--- config.mk ---
export PLATFORM = sky130hd
export DESIGN_NAME = i2c_phase_gen
export DESIGN_NICKNAME = d
export VERILOG_FILES = /design/src/rtl/i2c_phase_gen.sv
export SDC_FILE = /design/constraint.sdc
export NUM_CORES = 1
export LEC_CHECK = 0
export BUFFER_PORTS_ARGS = -buffer_cell sky130_fd_sc_hd__buf_2
export CORE_AREA = 2 2 93 117
export DETAILED_ROUTE_END_ITERATION = 12
export DIE_AREA = 0 0 95 119
export PLACE_DENSITY = 0.39
export SYNTH_ARGS = -nofsm -noshare
export SYNTH_HDL_FRONTEND = slang
export SYNTH_SLANG_ARGS = --single-unit
--- constraint.sdc ---
create_clock -name clk -period 3.7 [get_ports clk]
set_clock_uncertainty 0.05 [all_clocks]
set_input_delay 0.185 -clock clk [delete_from_list [all_inputs] [get_ports clk]]
set_output_delay 0.185 -clock clk [all_outputs]
set_load 0.1 [all_outputs]
--- src/rtl/i2c_phase_gen.sv ---
// rtl/i2c_phase_gen.sv - I2C SCL quarter-phase generator with drive/sample/bit ticks
// Optional clock stretching on scl_in is enabled by defining I2C_STRETCH_EN.
module i2c_phase_gen #(
  parameter int CLK_HZ = 100_000_000,
  parameter int DIV_W  = 16
) (
  input  logic             clk,
  input  logic             reset,
  input  logic             en,
  input  logic [1:0]       mode,
  input  logic [DIV_W-1:0] div_cfg,
  input  logic             scl_in,
  output logic             scl_o,
  output logic [1:0]       phase,
  output logic             drive_tick,
  output logic             sample_tick,
  output logic             bit_tick,
  output logic             busy,
  output logic             stretching
);

  localparam logic [DIV_W-1:0] Q_100K = DIV_W'(CLK_HZ / (4 * 100_000));
  localparam logic [DIV_W-1:0] Q_400K = DIV_W'(CLK_HZ / (4 * 400_000));
  localparam logic [DIV_W-1:0] Q_1M   = DIV_W'(CLK_HZ / (4 * 1_000_000));

  typedef enum logic {IDLE, RUN} state_t;

  state_t           state, state_n;
  logic [DIV_W-1:0] count, count_n;
  logic [DIV_W-1:0] q_cur, q_cur_n, q_sel;
  logic [1:0]       phase_n;
  logic             scl_n, drive_n, sample_n, bit_n, busy_n, stretch_n;
  logic             hold;

  always_comb begin
    case (mode)
      2'd0:    q_sel = Q_100K;
      2'd1:    q_sel = Q_400K;
      2'd2:    q_sel = Q_1M;
      default: q_sel = (div_cfg < DIV_W'(2)) ? DIV_W'(2) : div_cfg;
    endcase
  end

`ifdef I2C_STRETCH_EN
  logic [1:0] scl_sync;

  always_ff @(posedge clk or posedge reset) begin
    if (reset) scl_sync <= 2'b11;
    else       scl_sync <= {scl_sync[0], scl_in};
  end

  // A slave may only stretch while we have released SCL (phase 2).
  assign hold = (phase == 2'd2) && !scl_sync[1];
`else
  logic unused_scl_in;
  assign unused_scl_in = scl_in;
  assign hold = 1'b0;
`endif

  always_comb begin
    state_n   = state;
    count_n   = count;
    phase_n   = phase;
    q_cur_n   = q_cur;
    drive_n   = 1'b0;
    sample_n  = 1'b0;
    bit_n     = 1'b0;
    stretch_n = 1'b0;
    case (state)
      IDLE: begin
        if (en) begin
          state_n = RUN;
          count_n = '0;
          phase_n = 2'd0;
          q_cur_n = q_sel;
          drive_n = 1'b1;
        end
      end
      RUN: begin
        if (!en) begin
          state_n = IDLE;
          count_n = '0;
          phase_n = 2'd0;
        end else if (hold) begin
          stretch_n = 1'b1;
        end else if (count == q_cur - DIV_W'(1)) begin
          count_n = '0;
          phase_n = phase + 2'd1;
          sample_n = (phase == 2'd2);
          if (phase == 2'd3) begin
            // Bit boundary: the only point besides start-up where a new speed takes effect.
            drive_n = 1'b1;
            bit_n   = 1'b1;
            q_cur_n = q_sel;
          end
        end else begin
          count_n = count + DIV_W'(1);
        end
      end
      default: state_n = IDLE;
    endcase
    scl_n  = (state_n == IDLE) || phase_n[1];
    busy_n = (state_n == RUN);
  end

  always_ff @(posedge clk or posedge reset) begin
    if (reset) begin
      state       <= IDLE;
      count       <= '0;
      phase       <= 2'd0;
      q_cur       <= Q_100K;
      scl_o       <= 1'b1;
      drive_tick  <= 1'b0;
      sample_tick <= 1'b0;
      bit_tick    <= 1'b0;
      busy        <= 1'b0;
      stretching  <= 1'b0;
    end else begin
      state       <= state_n;
      count       <= count_n;
      phase       <= phase_n;
      q_cur       <= q_cur_n;
      scl_o       <= scl_n;
      drive_tick  <= drive_n;
      sample_tick <= sample_n;
      bit_tick    <= bit_n;
      busy        <= busy_n;
      stretching  <= stretch_n;
    end
  end

endmodule

After elaboration in Yosys (flattened, before gate mapping)

Index checks and enable logic that the tools add are counted.

Flip-flop bits (word level): 39
Input port bits: 22
Output and inout port bits: 8
Logic and storage cells: 53

Equality and inequality tests: 10
Bitwise logic cells: 2
Add/subtract/negate cells: 3
Muxes and demuxes: 24
Order comparisons: 1
Reduce and logical (&&, ||, !) cells: 4

Operator list:

| cell                    | number |
|---|---|
| $mux W16                | 8 |
| $pmux W16 S2            | 2 |
| $pmux W16 S3            | 1 |
| $add A16 B1 Y16 const B | 1 |
| $eq A16 B16 Y1          | 1 |
| $lt A16 B2 Y1 const B   | 1 |
| $sub A16 B1 Y16 const B | 1 |
| $mux W1                 | 8 |
| $eq A2 B2 Y1 const B    | 3 |
| $mux W2                 | 3 |
| $ne A2 B1 Y1 const B    | 2 |
| $ne A2 B2 Y1 const B    | 2 |
| $pmux W2 S2             | 1 |
| $reduce_and A4 Y1       | 1 |
| $ne A3 B2 Y1 const B    | 1 |
| $add A2 B1 Y2 const B   | 1 |
| $eq A2 B1 Y1 const B    | 1 |
| $logic_not A2 Y1        | 1 |
| $not A1 Y1              | 2 |
| $pmux W1 S2             | 1 |
| $reduce_and A2 Y1       | 1 |
| $logic_or A1 B1 Y1      | 1 |

Depth between registers and ports, before layout

Word-level depth: 7
Depth in mapped cells: 10
Mapped depth without buffers: 9

Worst setup path before layout

Ideal clock, no wire load.

Path kind: reg2reg
Start: register q_cur[0]
End: register q_cur[11]
Stages on the path, launching flop included: 10
Required time: 3522 ps
Arrival: 2681 ps
Library setup time: 128 ps
Path buffers: 0
Path slack: 841 ps
Cells stage by stage: dfrtp_1 > inv_1 > ha_1 > or4b_1 > nor3_2 > nand3_1 > a2111oi_2 > nand4_1 > o2bb2ai_4 > mux2_1

Word-level cells in the longest chain between the ends: 4

RTL lines:

| what                        | RTL line | source |
|---|---|---|
| start: declaration          | 30       | `logic [DIV_W-1:0] q_cur, q_cur_n, q_sel;` |
| start signal: assignment    | 122      | `q_cur <= q_cur_n;` |
| $sub A16 B1 Y16             | 86       | `end else if (count == q_cur - DIV_W'(1)) begin` |
| $eq A16 B16 Y1              | 86       |  |
| $ne A2 B1 Y1 (no line)      | --       |  |
| $reduce_and A4 Y1 (no line) | --       |  |

No other way between the ends.
A chain may end at the register's enable or synchronous reset.

Final worst setup path

Start: register q_cur[0]
End: register q_cur[14]

The elaborated chain is that of the path after synthesis.

==> metrics <==
outcome finished, final reports clean; Post-CTS Setup Inserts 0; predominant post-synthesis flop cell dfrtp_1; most common cell after layout, fill and taps aside dfrtp_1; Pleak 1.35 nW; Worst path slowest cell or4b_1; ant diodes 0; fin area 0.00295 mm^2; Final GP Congestion 0.810; Root Driver clkbuf_16; Final Hold Fails 0; Crit. End Element register; worst setup path class reg -> reg; area delta synth->final 18.3%; number of antenna violations at the first check in global routing 0; Fin Setup TNS 0 ns; Die ar. 0.0113 mm^2; max-cap viol count 0; power per cell area 402 mW/mm^2; Pwr Total 1.18 mW; DR iter-0 viols 71; Period minus WS final 3.30 ns; multi-input logic area 0.00138 mm^2; Synth Instances 260; hold crit path type in -> reg; commonest non-fill, non-tap cells in the layout dfrtp_1 (32), nand2_1 (28), buf_2 (27); Req. time, crit path 3.85 ns; Clock Latency Late Sink 0.28 ns; dominant cell type by area after synthesis dfrtp_1; hpwl dp 4700 um; synth unique cells 47; Worst Hold Path EP state$_DFF_PP0_; R2R Path Start q_cur[0]$_DFFE_PP0P_; global-route wire length before repair 10400 um; period utilisation layout 89.1%; TritonCTS clock tree done; TritonRoute pass-1 iters 4; Switching Share 26.8%; largest net degree at the start of global routing 21; logic gate share of total power 15.2%; hold path depth 1; Seq pwr share 41.7%; Yosys reg bits 39; post_cts resized 0; Slowest Stage Delay on Critical Path 0.57 ns; post-synth top area share 32.2%; Initial Util 24.1%; CP Depth 10; endpoints failing setup 0; number of global-route vias before repair 2045; synthesized area per cell 9.58 um^2; Worst R2R Path Depth 10; RSZ-0062 raised after global routing false; grt ovf 0; layout cells sized above 1 18.1%; Routed WL 6080 um; die width 95 um; WP buf/inv 2; worst-path fanout max 13; CTS max path bufs 2; layout filler cell count 1104; VDD IR-drop max 0.000146 V; ys async rst share 100%; WL/cell 14.5 um; CP Launch Type register; cts hold-fix bufs 1; HP Start en; post-route ant nets 0; Post-Place Cell Area 0.00276 mm^2; DR vias/cell 4.65; DRC violations left 0; input/output buffers 27; top cells by area, synth dfrtp_1 (32%), dfstp_2 (7.4%), xnor2_1 (6.7%), xor2_1 (6.3%), nand2_1 (4.2%); GRT Overall Usage 11.8%; crit path cell chain inv_1 -> ha_1 -> or4b_1 -> nor3_2 -> nand3_1 -> a2111oi_2 -> nand4_1 -> o2bb2ai_4 -> buf_4 -> mux2i_1; Clock transition at path regs 0.06 ns; Reg2Reg Capture Point q_cur[14]$_DFFE_PP0P_; H-tree depth 2; Core Rows 42; Slew headroom 51.1%; Vert. Die Dim 119 um; actual slew at the worst max-slew pin 0.732 ns; Slew Viols, Final 0; synthesis warning total 0; Worst EP arrival 3.45 ns; CORE AREA 0.0104 mm^2; Post-Syn Area 0.00249 mm^2; Worst path top cell family by delay simple AND/OR/NAND/NOR gates; EDFF count, synth 0; worst reg-to-reg setup slack 0.40 ns; fmax 303 MHz; sw power 0.317 mW; I/O Pins 30; FF+latch area 985 um^2; clock sink count 39; Mapped Nets 286; Vias 1951; Clk network pwr share 43.1%; NumNets Final 313; Seq/Total Area, Yosys 39.5%; CTS Buf Count 5; Internal Power 0.867 mW
state kept, by name, indices dropped and copies added, names as in the netlist:
name / count
sample_tick: 1
state: 1
count: 16
scl_o: 1
q_cur: 16
drive_tick: 1
bit_tick: 1
phase: 2
cell families after synthesis:
kind of cell / synth area share (%)
xor gates and xnor gates: 13.0
adders and majority gates: 2.01
and+or+nand+nor: 19.9
DFF: 39.5
AOI/OAI and AO/OA: 13.3
buffers and inverters: 4.92
muxes: 7.19
other: 0.151
area by class of cell:
type / count / area share, %
clock inverters: 2 / 1.19
repair buffers: 32 / 5.95
flip-flops and latches: 39 / 33.4
clock buffers: 6 / 4.72
well taps: 132 / 5.61
inverters: 17 / 2.17
multi-input cells: 192 / 46.9
layer usage:
| metal | part of all wire, % | vias up | GRT usage, % |
|---|---|---|---|
| met2 | 49 | 41 | 19.9 |
| met1 | 46 | 918 | 14.8 |
| met4 | 2.0 | 0 | 3.99 |
| met5 | 0 | - | 0 |
| met3 | 3.4 | 8 | 2.21 |
| li1 | - | 984 | - |
stage by stage:
stage	worst slack, ns	util (%)	hold slack [ns]	std cells
after floorplan	0.841	-	0.166	260
after global placement	0.389	26.7	0.303	411
after detailed placement	0.368	26.7	0.303	411
after CTS	0.335	28.5	0.0765	420
after global routing	0.108	28.5	0.0720	420
final	0.404	28.5	0.0855	420
worst register-to-register path, cell delays in order, from the launching register on:
cell and delay [ns]:
dfrtp_1 0.41, inv_1 0.09, ha_1 0.27, or4b_1 0.57, nor3_2 0.20, nand3_1 0.16
a2111oi_2 0.39, nand4_1 0.21, o2bb2ai_4 0.44, buf_4 0.25, mux2i_1 0.18
Yosys cell counts, types with 2 or more instances:
library cell	number
ha_1	4
nand2_1	28
nor3_1	3
a211oi_1	2
nor2_1	12
clkbuf_1	8
mux2i_1	10
nand3_1	15
and4_1	3
and2_1	2
o21ai_0	9
a22o_1	3
xnor2_1	19
xor2_1	18
and3_1	10
inv_1	17
buf_2	2
o31ai_1	2
nor4_1	6
a32o_1	9
dfstp_2	7
mux2_1	7
dfrtp_1	32
or4_1	2
a221oi_1	2
nand4_1	4
a21oi_1	4
worst max path at each step:
stage	start	to	slack, ns
3_5_place_dp	q_cur[0]$_DFFE_PP0P_	q_cur[14]$_DFFE_PP0P_	0.37
3_3_place_gp	q_cur[0]$_DFFE_PP0P_	q_cur[14]$_DFFE_PP0P_	0.39
5_1_grt	q_cur[0]$_DFFE_PP0P_	q_cur[14]$_DFFE_PP0P_	0.11
6_report	q_cur[0]$_DFFE_PP0P_	q_cur[14]$_DFFE_PP0P_	0.40
4_1_cts	q_cur[0]$_DFFE_PP0P_	q_cur[14]$_DFFE_PP0P_	0.34
2_1_floorplan	q_cur[0]$_DFFE_PP0P_	q_cur[11]$_DFFE_PP0P_	0.84
power by group through the flow:
stage	clock (mW)	combinational, mW	sequential, mW
finish	0.511	0.180	0.494
global route	0.542	0.202	0.499
CTS	0.526	0.182	0.494
detailed placement	0	0.180	0.501
global placement	0	0.180	0.501
floorplan	0	0.136	0.497
(Power assumes the default switching activity.)
